### src/rtl/klein_reduce_sched.sv
// Klein-summation reduction scheduler.
// Collects NUM_PARTIALS {sum, cs, ccs} triples, reduces them pairwise, level by
// level, through a shared external merge pipeline of fixed latency MERGE_LAT,
// and presents the final triple. Bit patterns are only moved, never computed on.
//
// Handshakes: a transfer happens on a rising clk_i edge where valid and ready
// are both high. Producers hold valid and data stable until that edge.
// The result side holds out_valid_o and out_*_o stable until out_ready_i.
module klein_reduce_sched #(
  parameter int EXP_WIDTH_I  = 5,
  parameter int MANT_WIDTH_I = 2,
  parameter int NUM_PARTIALS = 4,
  parameter int MERGE_LAT    = 4
) (
  input  logic                                clk_i,
  input  logic                                rst_i,
  input  logic                                in_valid_i,
  output logic                                in_ready_o,
  input  logic [EXP_WIDTH_I+MANT_WIDTH_I:0]   in_sum_i,
  input  logic [EXP_WIDTH_I+MANT_WIDTH_I:0]   in_cs_i,
  input  logic [EXP_WIDTH_I+MANT_WIDTH_I:0]   in_ccs_i,
  output logic                                out_valid_o,
  input  logic                                out_ready_i,
  output logic [EXP_WIDTH_I+MANT_WIDTH_I:0]   out_sum_o,
  output logic [EXP_WIDTH_I+MANT_WIDTH_I:0]   out_cs_o,
  output logic [EXP_WIDTH_I+MANT_WIDTH_I:0]   out_ccs_o,
  output logic                                merge_issue_o,
  output logic [EXP_WIDTH_I+MANT_WIDTH_I:0]   merge_sum_a_o,
  output logic [EXP_WIDTH_I+MANT_WIDTH_I:0]   merge_sum_b_o,
  output logic [EXP_WIDTH_I+MANT_WIDTH_I:0]   merge_cs_a_o,
  output logic [EXP_WIDTH_I+MANT_WIDTH_I:0]   merge_cs_b_o,
  output logic [EXP_WIDTH_I+MANT_WIDTH_I:0]   merge_ccs_a_o,
  output logic [EXP_WIDTH_I+MANT_WIDTH_I:0]   merge_ccs_b_o,
  input  logic [EXP_WIDTH_I+MANT_WIDTH_I:0]   merge_sum_i,
  input  logic [EXP_WIDTH_I+MANT_WIDTH_I:0]   merge_cs_i,
  input  logic [EXP_WIDTH_I+MANT_WIDTH_I:0]   merge_ccs_i,
  output logic                                busy_o,
  output logic [1:0]                          state_o
);

  localparam int W  = 1 + EXP_WIDTH_I + MANT_WIDTH_I;
  localparam int CW = $clog2(NUM_PARTIALS);

  typedef enum logic [1:0] {
    ST_LOAD   = 2'd0,
    ST_REDUCE = 2'd1,
    ST_OUT    = 2'd2
  } state_t;

  state_t          state_q, state_d;
  logic [CW-1:0]   cnt_q;      // LOAD slot write pointer
  logic [CW-1:0]   p_q;        // pairs in the current level
  logic [CW-1:0]   k_q;        // next pair to issue in the current level
  logic [W-1:0]    sum_q [NUM_PARTIALS];
  logic [W-1:0]    cs_q  [NUM_PARTIALS];
  logic [W-1:0]    ccs_q [NUM_PARTIALS];
  logic            sr_vld_q [MERGE_LAT];
  logic [CW-1:0]   sr_idx_q [MERGE_LAT];

  logic            accept;
  logic            issue;
  logic            wb_vld;
  logic [CW-1:0]   wb_idx;
  logic            level_done;
  logic [CW-1:0]   idx_a, idx_b;

  assign accept     = (state_q == ST_LOAD) && in_valid_i;
  assign issue      = (state_q == ST_REDUCE) && (k_q < p_q);
  assign wb_vld     = sr_vld_q[MERGE_LAT-1] && (state_q == ST_REDUCE);
  assign wb_idx     = sr_idx_q[MERGE_LAT-1];
  // Writebacks return in issue order, so the last pair's writeback ends the level.
  assign level_done = wb_vld && (wb_idx == p_q - CW'(1));
  assign idx_a      = CW'({k_q, 1'b0});
  assign idx_b      = idx_a + CW'(1);
  assign state_o    = state_q;

  // State register.
  always_ff @(posedge clk_i) begin
    if (rst_i) state_q <= ST_LOAD;
    else       state_q <= state_d;
  end

  // Next-state logic and all handshake/merge/result outputs.
  always_comb begin
    state_d       = state_q;
    in_ready_o    = 1'b0;
    out_valid_o   = 1'b0;
    out_sum_o     = '0;
    out_cs_o      = '0;
    out_ccs_o     = '0;
    merge_issue_o = issue;
    merge_sum_a_o = '0;
    merge_sum_b_o = '0;
    merge_cs_a_o  = '0;
    merge_cs_b_o  = '0;
    merge_ccs_a_o = '0;
    merge_ccs_b_o = '0;
    busy_o        = (state_q != ST_LOAD) || (cnt_q != '0);
    if (issue) begin
      merge_sum_a_o = sum_q[idx_a];
      merge_sum_b_o = sum_q[idx_b];
      merge_cs_a_o  = cs_q[idx_a];
      merge_cs_b_o  = cs_q[idx_b];
      merge_ccs_a_o = ccs_q[idx_a];
      merge_ccs_b_o = ccs_q[idx_b];
    end
    case (state_q)
      ST_LOAD: begin
        in_ready_o = 1'b1;
        if (accept && (cnt_q == CW'(NUM_PARTIALS - 1))) state_d = ST_REDUCE;
      end
      ST_REDUCE: begin
        if (level_done && (p_q == CW'(1))) state_d = ST_OUT;
      end
      ST_OUT: begin
        out_valid_o = 1'b1;
        out_sum_o   = sum_q[0];
        out_cs_o    = cs_q[0];
        out_ccs_o   = ccs_q[0];
        if (out_ready_i) state_d = ST_LOAD;
      end
      default: state_d = ST_LOAD;
    endcase
  end

  // Slot buffer, load pointer, level/pair counters and the in-flight tracker.
  always_ff @(posedge clk_i) begin
    if (rst_i) begin
      cnt_q <= '0;
      p_q   <= CW'(NUM_PARTIALS / 2);
      k_q   <= '0;
      for (int i = 0; i < NUM_PARTIALS; i++) begin
        sum_q[i] <= '0;
        cs_q[i]  <= '0;
        ccs_q[i] <= '0;
      end
      for (int i = 0; i < MERGE_LAT; i++) begin
        sr_vld_q[i] <= 1'b0;
        sr_idx_q[i] <= '0;
      end
    end else begin
      // Pointer wraps to 0 on the last accept since NUM_PARTIALS is a power of 2.
      if (accept) begin
        sum_q[cnt_q] <= in_sum_i;
        cs_q[cnt_q]  <= in_cs_i;
        ccs_q[cnt_q] <= in_ccs_i;
        cnt_q        <= cnt_q + CW'(1);
        p_q          <= CW'(NUM_PARTIALS / 2);
        k_q          <= '0;
      end
      sr_vld_q[0] <= issue;
      sr_idx_q[0] <= k_q;
      for (int i = 1; i < MERGE_LAT; i++) begin
        sr_vld_q[i] <= sr_vld_q[i-1];
        sr_idx_q[i] <= sr_idx_q[i-1];
      end
      if (issue) k_q <= k_q + CW'(1);
      if (wb_vld) begin
        sum_q[wb_idx] <= merge_sum_i;
        cs_q[wb_idx]  <= merge_cs_i;
        ccs_q[wb_idx] <= merge_ccs_i;
      end
      if (level_done && (p_q != CW'(1))) begin
        p_q <= p_q >> 1;
        k_q <= '0;
      end
    end
  end

endmodule

### config.mk
export PLATFORM = sky130hd
export DESIGN_NAME = klein_reduce_sched
export DESIGN_NICKNAME = d
export VERILOG_FILES = /design/src/rtl/klein_reduce_sched.sv
export SDC_FILE = /design/constraint.sdc
export NUM_CORES = 1
export LEC_CHECK = 0
export ABC_AREA = 1
export CORE_MARGIN = 2
export CORE_UTILIZATION = 30
export CTS_BUF_LIST = sky130_fd_sc_hd__clkbuf_4
export CTS_CLUSTER_DIAMETER = 120
export DETAILED_ROUTE_END_ITERATION = 16
export MAX_ROUTING_LAYER = met4
export SYNTH_ARGS = -nofsm -noshare
export SYNTH_HDL_FRONTEND = slang
export SYNTH_SLANG_ARGS = --single-unit
export TNS_END_PERCENT = 50
### constraint.sdc
create_clock -name clk_i -period 9.76 [get_ports clk_i]
set_input_delay 0.976 -clock clk_i [delete_from_list [all_inputs] [get_ports clk_i]]
set_output_delay 0.976 -clock clk_i [all_outputs]
set_load 0.005 [all_outputs]
Yosys cells after proc, flatten, opt, wreduce, memory -nomap -nowiden
Memories as Yosys holds them, arrays and structs flattened. A register that Yosys moved wholly into a read port is not among the register bits.
Cells that the tools add are included.
- memories: 5
- bits in registers: 8
- memory bits (writable): 108
- output and inout bits: 78
- bits of input ports: 52
- logic and storage cells: 112
- bitwise logic cells: 8
- add/subtract/negate cells: 4
- equality and inequality tests: 9
- multiplexer cells: 60
- magnitude comparators: 1
- reduce and logical (&&, ||, !) cells: 21
- memories (memory ; depth ; bits a word ; read ports ; clocked after memory_dff ; wr ports ; line ; text):
    ccs_q ; 4 ; 8 ; 3 ; 1 ; 4 ; 56 ; logic [W-1:0] ccs_q [NUM_PARTIALS];
    cs_q ; 4 ; 8 ; 3 ; 1 ; 4 ; 55 ; logic [W-1:0] cs_q [NUM_PARTIALS];
    sum_q ; 4 ; 8 ; 3 ; 1 ; 4 ; 54 ; logic [W-1:0] sum_q [NUM_PARTIALS];
    sr_idx_q ; 4 ; 2 ; 4 ; 0 ; 4 ; 58 ; logic [CW-1:0] sr_idx_q [MERGE_LAT];
    sr_vld_q ; 4 ; 1 ; 4 ; 0 ; 4 ; 57 ; logic sr_vld_q [MERGE_LAT];
- operators with widths (operator ; count):
    8-bit two-way mux ; 15
    8-bit OR reduction ; 6
    2-bit two-way mux ; 23
    1-bit two-way mux ; 21
    1-bit bitwise OR ; 8
    2-bit nonzero test ; 4
    1-bit logical AND ; 7
    2-bit by 1-bit adder with 2-bit output (second input constant) ; 3
    2-bit by 1-bit inequality test with 1-bit output (second input constant) ; 3
    2-bit case mux with 3 select lines ; 1
    2-bit by 1-bit equality test with 1-bit output (second input constant) ; 2
    2-bit equality test (second input constant) ; 2
    3-bit AND reduction ; 1
    2-bit equality test ; 1
    2-bit zero test ; 1
    2-bit less-than comparator ; 1
    2-bit inequality test (second input constant) ; 1
    2-bit OR reduction ; 1
    2-bit by 1-bit subtractor with 2-bit output (second input constant) ; 1
    1-bit logical OR ; 1

Logic depth before layout (Yosys ltp)
Gate-level depths: netlist of run 1.
- depth after elaboration: 8
- depth in mapped cells: 10
- depth with buffers taken out: 10

Worst setup path after synthesis of run 1
No wires, ideal clock.
- path type: input port to flip-flop
- start point: input rst_i
- end point: memory ccs_q[3][0] in the netlist's numbering (enable)
- path buffers: 2
- arrival time: 3.344 ns
- library setup time: 0.435 ns
- setup slack: 5.981 ns
- stages: 6
- data required time: 9.325 ns
- path through: buf_2 > inv_1 > buf_2 > nand2_1 > nor2_1 > nor3_1
- RTL lines (what ; line ; text):
    from (decl) ; 16 ; input logic rst_i,
    to (decl) ; 56 ;

Worst setup path in the final report of run 1
- start point: register k_q[0]
- end point: output merge_cs_b_o[4]
- word-level cells in the longest chain between the ends: 3
- elaborated cells on any way between the ends: 5
- those cells by class: add/sub (1); order compare (1); mux (1); reduce/logical (1); memory (1)
- ends and longest elaborated chain (what ; line ; text):
    from (decl) ; 53 ; logic [CW-1:0] k_q;
    from (signal assigned) ; 157 ; if (issue) k_q <= k_q + CW'(1);
    2-bit by 1-bit adder with 2-bit output or 2-bit less-than comparator (tied branches) ; 74, 68 ;
    memory 4 x 8 bit or 1-bit logical AND (tied branches) ; n/a ;
    8-bit two-way mux (*) ; 99 ; if (issue) begin
    to (decl) ; 31 ; output logic [EXP_WIDTH_I+MANT_WIDTH_I:0] merge_cs_b_o,
Every way passes the cells marked *; elsewhere a longest branch is shown, timed or not.

==> flow_metrics.env, run 1 <==
export IMPL_setup_viol=0
export IMPL_drc=0
export IMPL_die_w_um=142.0
export IMPL_critPathLaunchType="flip-flop"
export IMPL_wire_per_inst_um=14.20
export IMPL_cts_buffers=17
export IMPL_cts_hold_buf=0
export IMPL_grt_ovfl_total=0
export IMPL_post_layout_nonfiller_instances=987
export IMPL_mappedNetlistNets=674
export IMPL_tightest_slew_ns=1.066
export IMPL_grt_max_degree=53
export IMPL_powerDensity_nw_per_um2=143.1
export IMPL_synth_top_cell_area_share_pct=50.43
export IMPL_holdWs_ns=0.4105
export IMPL_fmax_mhz=243.0
export IMPL_synthTopCellsByCount="nor2_1 (145), nand2_1 (103), edfxtp_1 (96)"
export IMPL_status="finished, final reports clean"
export IMPL_dpl_worst_slack_ns=5.355
export IMPL_root_buffer="clkbuf_4"
export IMPL_r2r_start="state_o[0]$_SDFFE_PP0P_"
export IMPL_setup_tns_ns=0
export IMPL_ios=130
export IMPL_dp_hpwl_um=10100
export IMPL_postPlaceCellArea_um2=7146
export IMPL_switchingPower_mw=0.2582
export IMPL_fin_crit_sh_pct=42.17
export IMPL_leakagePower_nw=2.799
export IMPL_htreeDepth=4
export IMPL_crit_fanout=52
export IMPL_synth_top_cell_by_area="edfxtp_1"
export IMPL_synthCells=618
export IMPL_p_comb_share_pct=8.6
export IMPL_clk_pin_slew_ns=0.12
export IMPL_rows=50
export IMPL_cts_max_path_buffers=2
export IMPL_grt_pass1_vias=4090
export IMPL_synthTopCellsByArea="edfxtp_1 (50%), nor2_1 (9.5%), dfxtp_1 (7.4%), nand2_1 (6.8%), inv_1 (6.2%)"
export IMPL_crit_path_end_kind="output port"
export IMPL_die_area_um2=20180
export IMPL_cts_repair_resized=0
export IMPL_max_vdd_ir_drop_uv=74.37
export IMPL_p_int_mw=0.8119
export IMPL_coreArea_um2=18710
export IMPL_vias=4281
export IMPL_slew_viol_final=0
export IMPL_yosysSeqAreaShare_pct=57.78
export IMPL_maxCapViolCount=0
export IMPL_arrival_ns=3.14
export IMPL_io_buffers=129
export IMPL_worst_setup_path_type="flip-flop to output port"
export IMPL_grt_pass1_wl_um=21740
export IMPL_via_per_inst=4.337
export IMPL_final_nets=795
export IMPL_drtPass1Iterations=4
export IMPL_clk_latency_ns=0.51
export IMPL_ys_warn_count=0
export IMPL_cts_tree="done"
export IMPL_max_slew_margin_pct=28.73
export IMPL_fin_ws_ns=5.645
export IMPL_antenna_left=0
export IMPL_pwr_share_seq_pct=54.1
export IMPL_grt_antenna_before_repair=1
export IMPL_clkPwrFrac_pct=37.3
export IMPL_grt_util_all_layers_pct=14.78
export IMPL_synth_ff_type="edfxtp_1"
export IMPL_rsz0062_at_grt="false"
export IMPL_synth_area_um2=5717
export IMPL_cts_sinks=117
export IMPL_required_ns=8.78
export IMPL_fp_dieH_um=142.0
export IMPL_sw_frac_of_total_pct=24.13
export IMPL_routed_wl_um=14020
export IMPL_hold_viol_final=0
export IMPL_initial_utilization_pct=30.56
export IMPL_async_reset_ff_share_pct=0
export IMPL_dp_cells=954
export IMPL_min_from="sr_idx_q[0][2]$_SDFF_PP0_"
export IMPL_yosysUniqueCellTypes=26
export IMPL_synth_most_common_cell="nor2_1"
export IMPL_cts_setup_buffers=0
export IMPL_synth_edff_count=96
export IMPL_stdcell_area_um2=7478
export IMPL_avgSynthCellArea_um2=9.250
export IMPL_ys_ff_latch=117
export IMPL_min_period_ns=4.115
export IMPL_min_path_type="flip-flop to flip-flop"
export IMPL_drt_iter0_markers=260
export IMPL_fin_skew_ns=0.01920
export IMPL_crit_start="k_q[0]$_SDFFE_PP0P_"
export IMPL_gp_congestion=0.8086
export IMPL_area_growth_pct=30.82
export IMPL_drive_above_1_share_pct=12.77
## per-layer routing
| metal | up-vias | part of all wire [%] | wire length, µm | track usage (%) |
|---|---|---|---|---|
| met5 | - | 0 | 0 | - |
| met4 | 0 | 0.98 | 138 | 4.105 |
| met3 | 8 | 4.0 | 563 | 3.129 |
| met2 | 103 | 47 | 6604 | 23.09 |
| met1 | 1980 | 48 | 6708 | 19.53 |
| li1 | 2190 | - | - | - |
## registers in the layout, indices dropped and copies added (netlist names), named ones only
signal / count
ccs_q: 32
cnt_q: 2
cs_q: 32
k_q: 2
p_q: 2
sr_idx_q: 8
sr_vld_q: 4
state_o: 2
sum_q: 32
## cells by family (layout without fill, tap and decap cells)
| logic type | count (synthesis) | after routing | share of synthesized area, % |
|---|---|---|---|
| simple gates | 291 | 291 | 23.48 |
| compound gates | 76 | 76 | 7.967 |
| flops | 117 | 117 | 57.78 |
| xor+xnor | 1 | 1 | 0.1532 |
| other cells | 0 | 1 | 0 |
| buf+inv | 129 | 263 | 9.740 |
| fa+ha+maj | 4 | 4 | 0.8755 |
## stage by stage
stage	power, mW	utilization, %
2_1_floorplan	0.6417	-
3_3_place_gp	0.6818	38.20
3_5_place_dp	0.6832	38.20
4_1_cts	1.079	39.97
5_1_grt	1.114	39.98
6_report	1.070	39.98
## final timing paths
kind / to / slack (ns) / cells after the start
max: merge_cs_b_o[4] / 5.64 / 6
min: sr_idx_q[0][4]$_SDFF_PP0_ / 0.41 / 2
max reg2reg: cs_q[2][3]$_SDFFCE_PN0P_ / 6.76 / 6
min reg2reg: sr_idx_q[0][4]$_SDFF_PP0_ / 0.41 / 2
## placed cells by master (no fill, tap or decap)
cell and instances:
clkdlybuf4s50_1 129, nand4_1 1, nand2_4 5, nor2_8 1, inv_6 2, clkbuf_4 17
nand2_2 2, bufinv_16 4, a21oi_1 49, inv_1 94, nand3_4 3, nor2_4 10
buf_4 3, nand4_4 2, xor2_1 1, o21ai_2 20, clkinv_4 5, edfxtp_1 96
nand3_1 6, or2_2 1, inv_4 2, inv_2 6, nor2_1 145, clkinv_2 1
o21ai_0 7, nor3_1 1, nor2_2 11, dfxtp_1 21, diode_2 1, nor3_2 1
nand2_1 102, ha_1 4
## area by class of cell
type                       instances  area (µm²)
clock inverter                    15       202.7
antenna                            1       2.502
multi-input combinational        372        1864
timing repair buffer             132        1314
inverter                          99       371.6
sequential                       117        3303
tap                              234       292.8
fill                            1879       11230
clock buffer                      17       127.6
## worst max-delay path, cell delays in order (launching register included)
cell             delay [ns]
dfxtp_1                0.33
inv_2                  0.37
nand2_1                0.11
nand2_1                0.09
nand2_2                0.57
a21oi_1                0.55
clkdlybuf4s50_1        0.58
## power groups by stage
| stage | clock [mW] | sequential, mW | combinational (mW) |
|---|---|---|---|
| floorplan | 0 | 0.588 | 0.0542 |
| global route | 0.430 | 0.582 | 0.102 |
| finish | 0.399 | 0.579 | 0.0922 |
| detailed placement | 0 | 0.590 | 0.0930 |
| global placement | 0 | 0.590 | 0.0919 |
| CTS | 0.407 | 0.579 | 0.0933 |
Note: power is estimated with default switching activity, not from simulation.
==> run 2: changes to the inputs <==
- clock period: 9.76 -> 3.75 ns (I/O delays scaled with it)
==> run 2 against run 1 <==
Net effect: count of clock-buffer cells in the layout is 6 higher; total power up 140%; worst hold slack worse by 0.0059 ns; core utilization fell by 0.13 points; clock power is 120% higher; via count up 0.26%; critical path type unchanged; combinational power grew to 2.7 times the previous value; sequential power increased to 2.6 times the previous value; critical endpoint is now merge_sum_a_o[0]; largest cell class unchanged; die area stayed put; critical path depth grew 1.
==> flow_metrics.env, run 2 (synthesized netlist as in run 1, its figures left out) <==
export IMPL_status="finished, final reports clean"
export IMPL_clk_pin_slew_ns=0.09
export IMPL_cts_max_path_buffers=2
export IMPL_cts_hold_buf=0
export IMPL_clk_latency_ns=0.51
export IMPL_gp_congestion=0.7791
export IMPL_worst_r2r_setup_slack_ns=1.42
export IMPL_drtPass1Iterations=4
export IMPL_grt_max_degree=49
export IMPL_max_vdd_ir_drop_uv=157.0
export IMPL_min_path_type="flip-flop to flip-flop"
export IMPL_cts_repair_resized=0
export IMPL_maxCapViolCount=0
export IMPL_r2r_start="state_o[0]$_SDFFE_PP0P_"
export IMPL_final_nets=801
export IMPL_coreArea_um2=18710
export IMPL_fin_crit_sh_pct=84.09
export IMPL_top_regs="ccs_q: 32 flops, cs_q: 32 flops, sum_q: 32 flops"
export IMPL_rsz0062_at_grt="false"
export IMPL_initial_utilization_pct=30.56
export IMPL_grt_ovfl_total=0
export IMPL_drt_iter0_markers=328
export IMPL_fmax_mhz=317.1
export IMPL_arrival_ns=2.78
export IMPL_stdcell_area_um2=7455
export IMPL_final_cell_mix="nor2_1 (145), clkdlybuf4s50_1 (129), nand2_1 (102), edfxtp_1 (96), inv_1 (94)"
export IMPL_min_period_ns=3.153
export IMPL_cts_tree="done"
export IMPL_grt_util_all_layers_pct=14.79
export IMPL_dp_hpwl_um=10290
export IMPL_worst_setup_path_type="flip-flop to output port"
export IMPL_wire_per_inst_um=14.27
export IMPL_drc=0
export IMPL_grt_antenna_before_repair=1
export IMPL_layout_commonest_cell="nor2_1"
export IMPL_ios=130
export IMPL_fin_skew_ns=0.01510
export IMPL_hold_path_end="sr_idx_q[0][4]$_SDFF_PP0_"
export IMPL_via_per_inst=4.322
export IMPL_max_slew_margin_pct=46.28
export IMPL_die_area_um2=20180
export IMPL_cts_setup_buffers=0
export IMPL_slew_viol_final=0
export IMPL_reg2reg_to="sum_q[1][3]$_SDFFCE_PN0P_"
export IMPL_required_ns=3.38
export IMPL_min_from="sr_idx_q[0][2]$_SDFF_PP0_"
export IMPL_hold_viol_final=0
export IMPL_rows=50
export IMPL_grt_pass1_wl_um=21840
export IMPL_fp_dieH_um=142.0
export IMPL_cts_sinks=117
export IMPL_setup_tns_ns=0
export IMPL_r2r_cells=7
export IMPL_crit_fanout=28
export IMPL_root_buffer="clkbuf_4"
export IMPL_grt_pass1_vias=4125
export IMPL_drive_above_1_share_pct=13.32
export IMPL_cts_buffers=17
export IMPL_crit_start="k_q[0]$_SDFFE_PP0P_"
export IMPL_critPathLaunchType="flip-flop"
export IMPL_setup_viol=0
export IMPL_io_buffers=129
export IMPL_crit_path_end_kind="output port"
export IMPL_routed_wl_um=14170
export IMPL_num_fill_cells=1852
export IMPL_postPlaceCellArea_um2=7191
export IMPL_antenna_left=0
export IMPL_die_w_um=142.0
export IMPL_hold_depth=2
export IMPL_tightest_slew_ns=0.8049
export IMPL_vias=4292
export IMPL_powerDensity_nw_per_um2=351.5
export IMPL_leakagePower_nw=2.805
export IMPL_htreeDepth=4
export IMPL_area_growth_pct=30.40
==> run 2: cell types whose count changed in the layout (fill, tap and decap cells not counted), sizes merged <==
cell    change
clkbuf      +6
buf         +6
bufinv      -2
inv         -1
clkinv      -3
==> run 2: power breakdown <==
| part | internal, mW | switching [mW] | total [mW] |
|---|---|---|---|
| Clock | 0.430 | 0.441 | 0.871 |
| Combinational | 0.0961 | 0.150 | 0.246 |
| Sequential | 1.48 | 0.0198 | 1.50 |
==> run 2: stage by stage <==
step	std cells	power, mW	worst slack (ns)	hold WS, ns	utilization (%)
finish	993	2.620	0.5967	0.4046	39.85
CTS	992	2.651	0.4749	0.4060	39.84
detailed placement	960	1.783	0.9053	0.3932	38.44
global route	993	2.730	0.2683	0.4226	39.85
global placement	960	1.781	0.9403	0.3892	38.44
floorplan	618	1.670	0.5719	0.3883	-
==> run 2: final cells by class <==
type	count	area, µm²	area share (%)
clock inverters	9	88.84	1.192
clock buffers	23	172.7	2.316
well taps	234	292.8	3.927
flip-flops and latches	117	3303	44.31
inverters	99	371.6	4.985
repair buffers	138	1359	18.23
multi-input cells	372	1864	25.01
diodes	1	2.502	0.03357
==> run 2: critical path: stages (launching register included) <==
cell and delay (ns):
dfxtp_1 0.33, inv_2 0.35, nand2_1 0.09, nand2_1 0.09, nand2_2 0.33, buf_4 0.38
nor2_1 0.17, clkdlybuf4s50_1 0.52
==> run 2: metal layers <==
metal  track usage, %  wire (µm)
met3            2.894        717
met5                -          0
met1            19.39       6470
met2            22.55       6724
met4            6.000        255
==> run 2: how the worst max path moves through the flow <==
stage / to / slack, ns / depth (start not counted)
2_1_floorplan: ccs_q[3][0]$_DFFE_PP_ / 0.57 / 6
3_3_place_gp: sum_q[1][6]$_SDFFCE_PN0P_ / 0.94 / 7
3_5_place_dp: sum_q[1][6]$_SDFFCE_PN0P_ / 0.91 / 7
4_1_cts: merge_sum_a_o[0] / 0.47 / 7
5_1_grt: merge_ccs_a_o[7] / 0.27 / 7
6_report: merge_sum_a_o[0] / 0.60 / 7
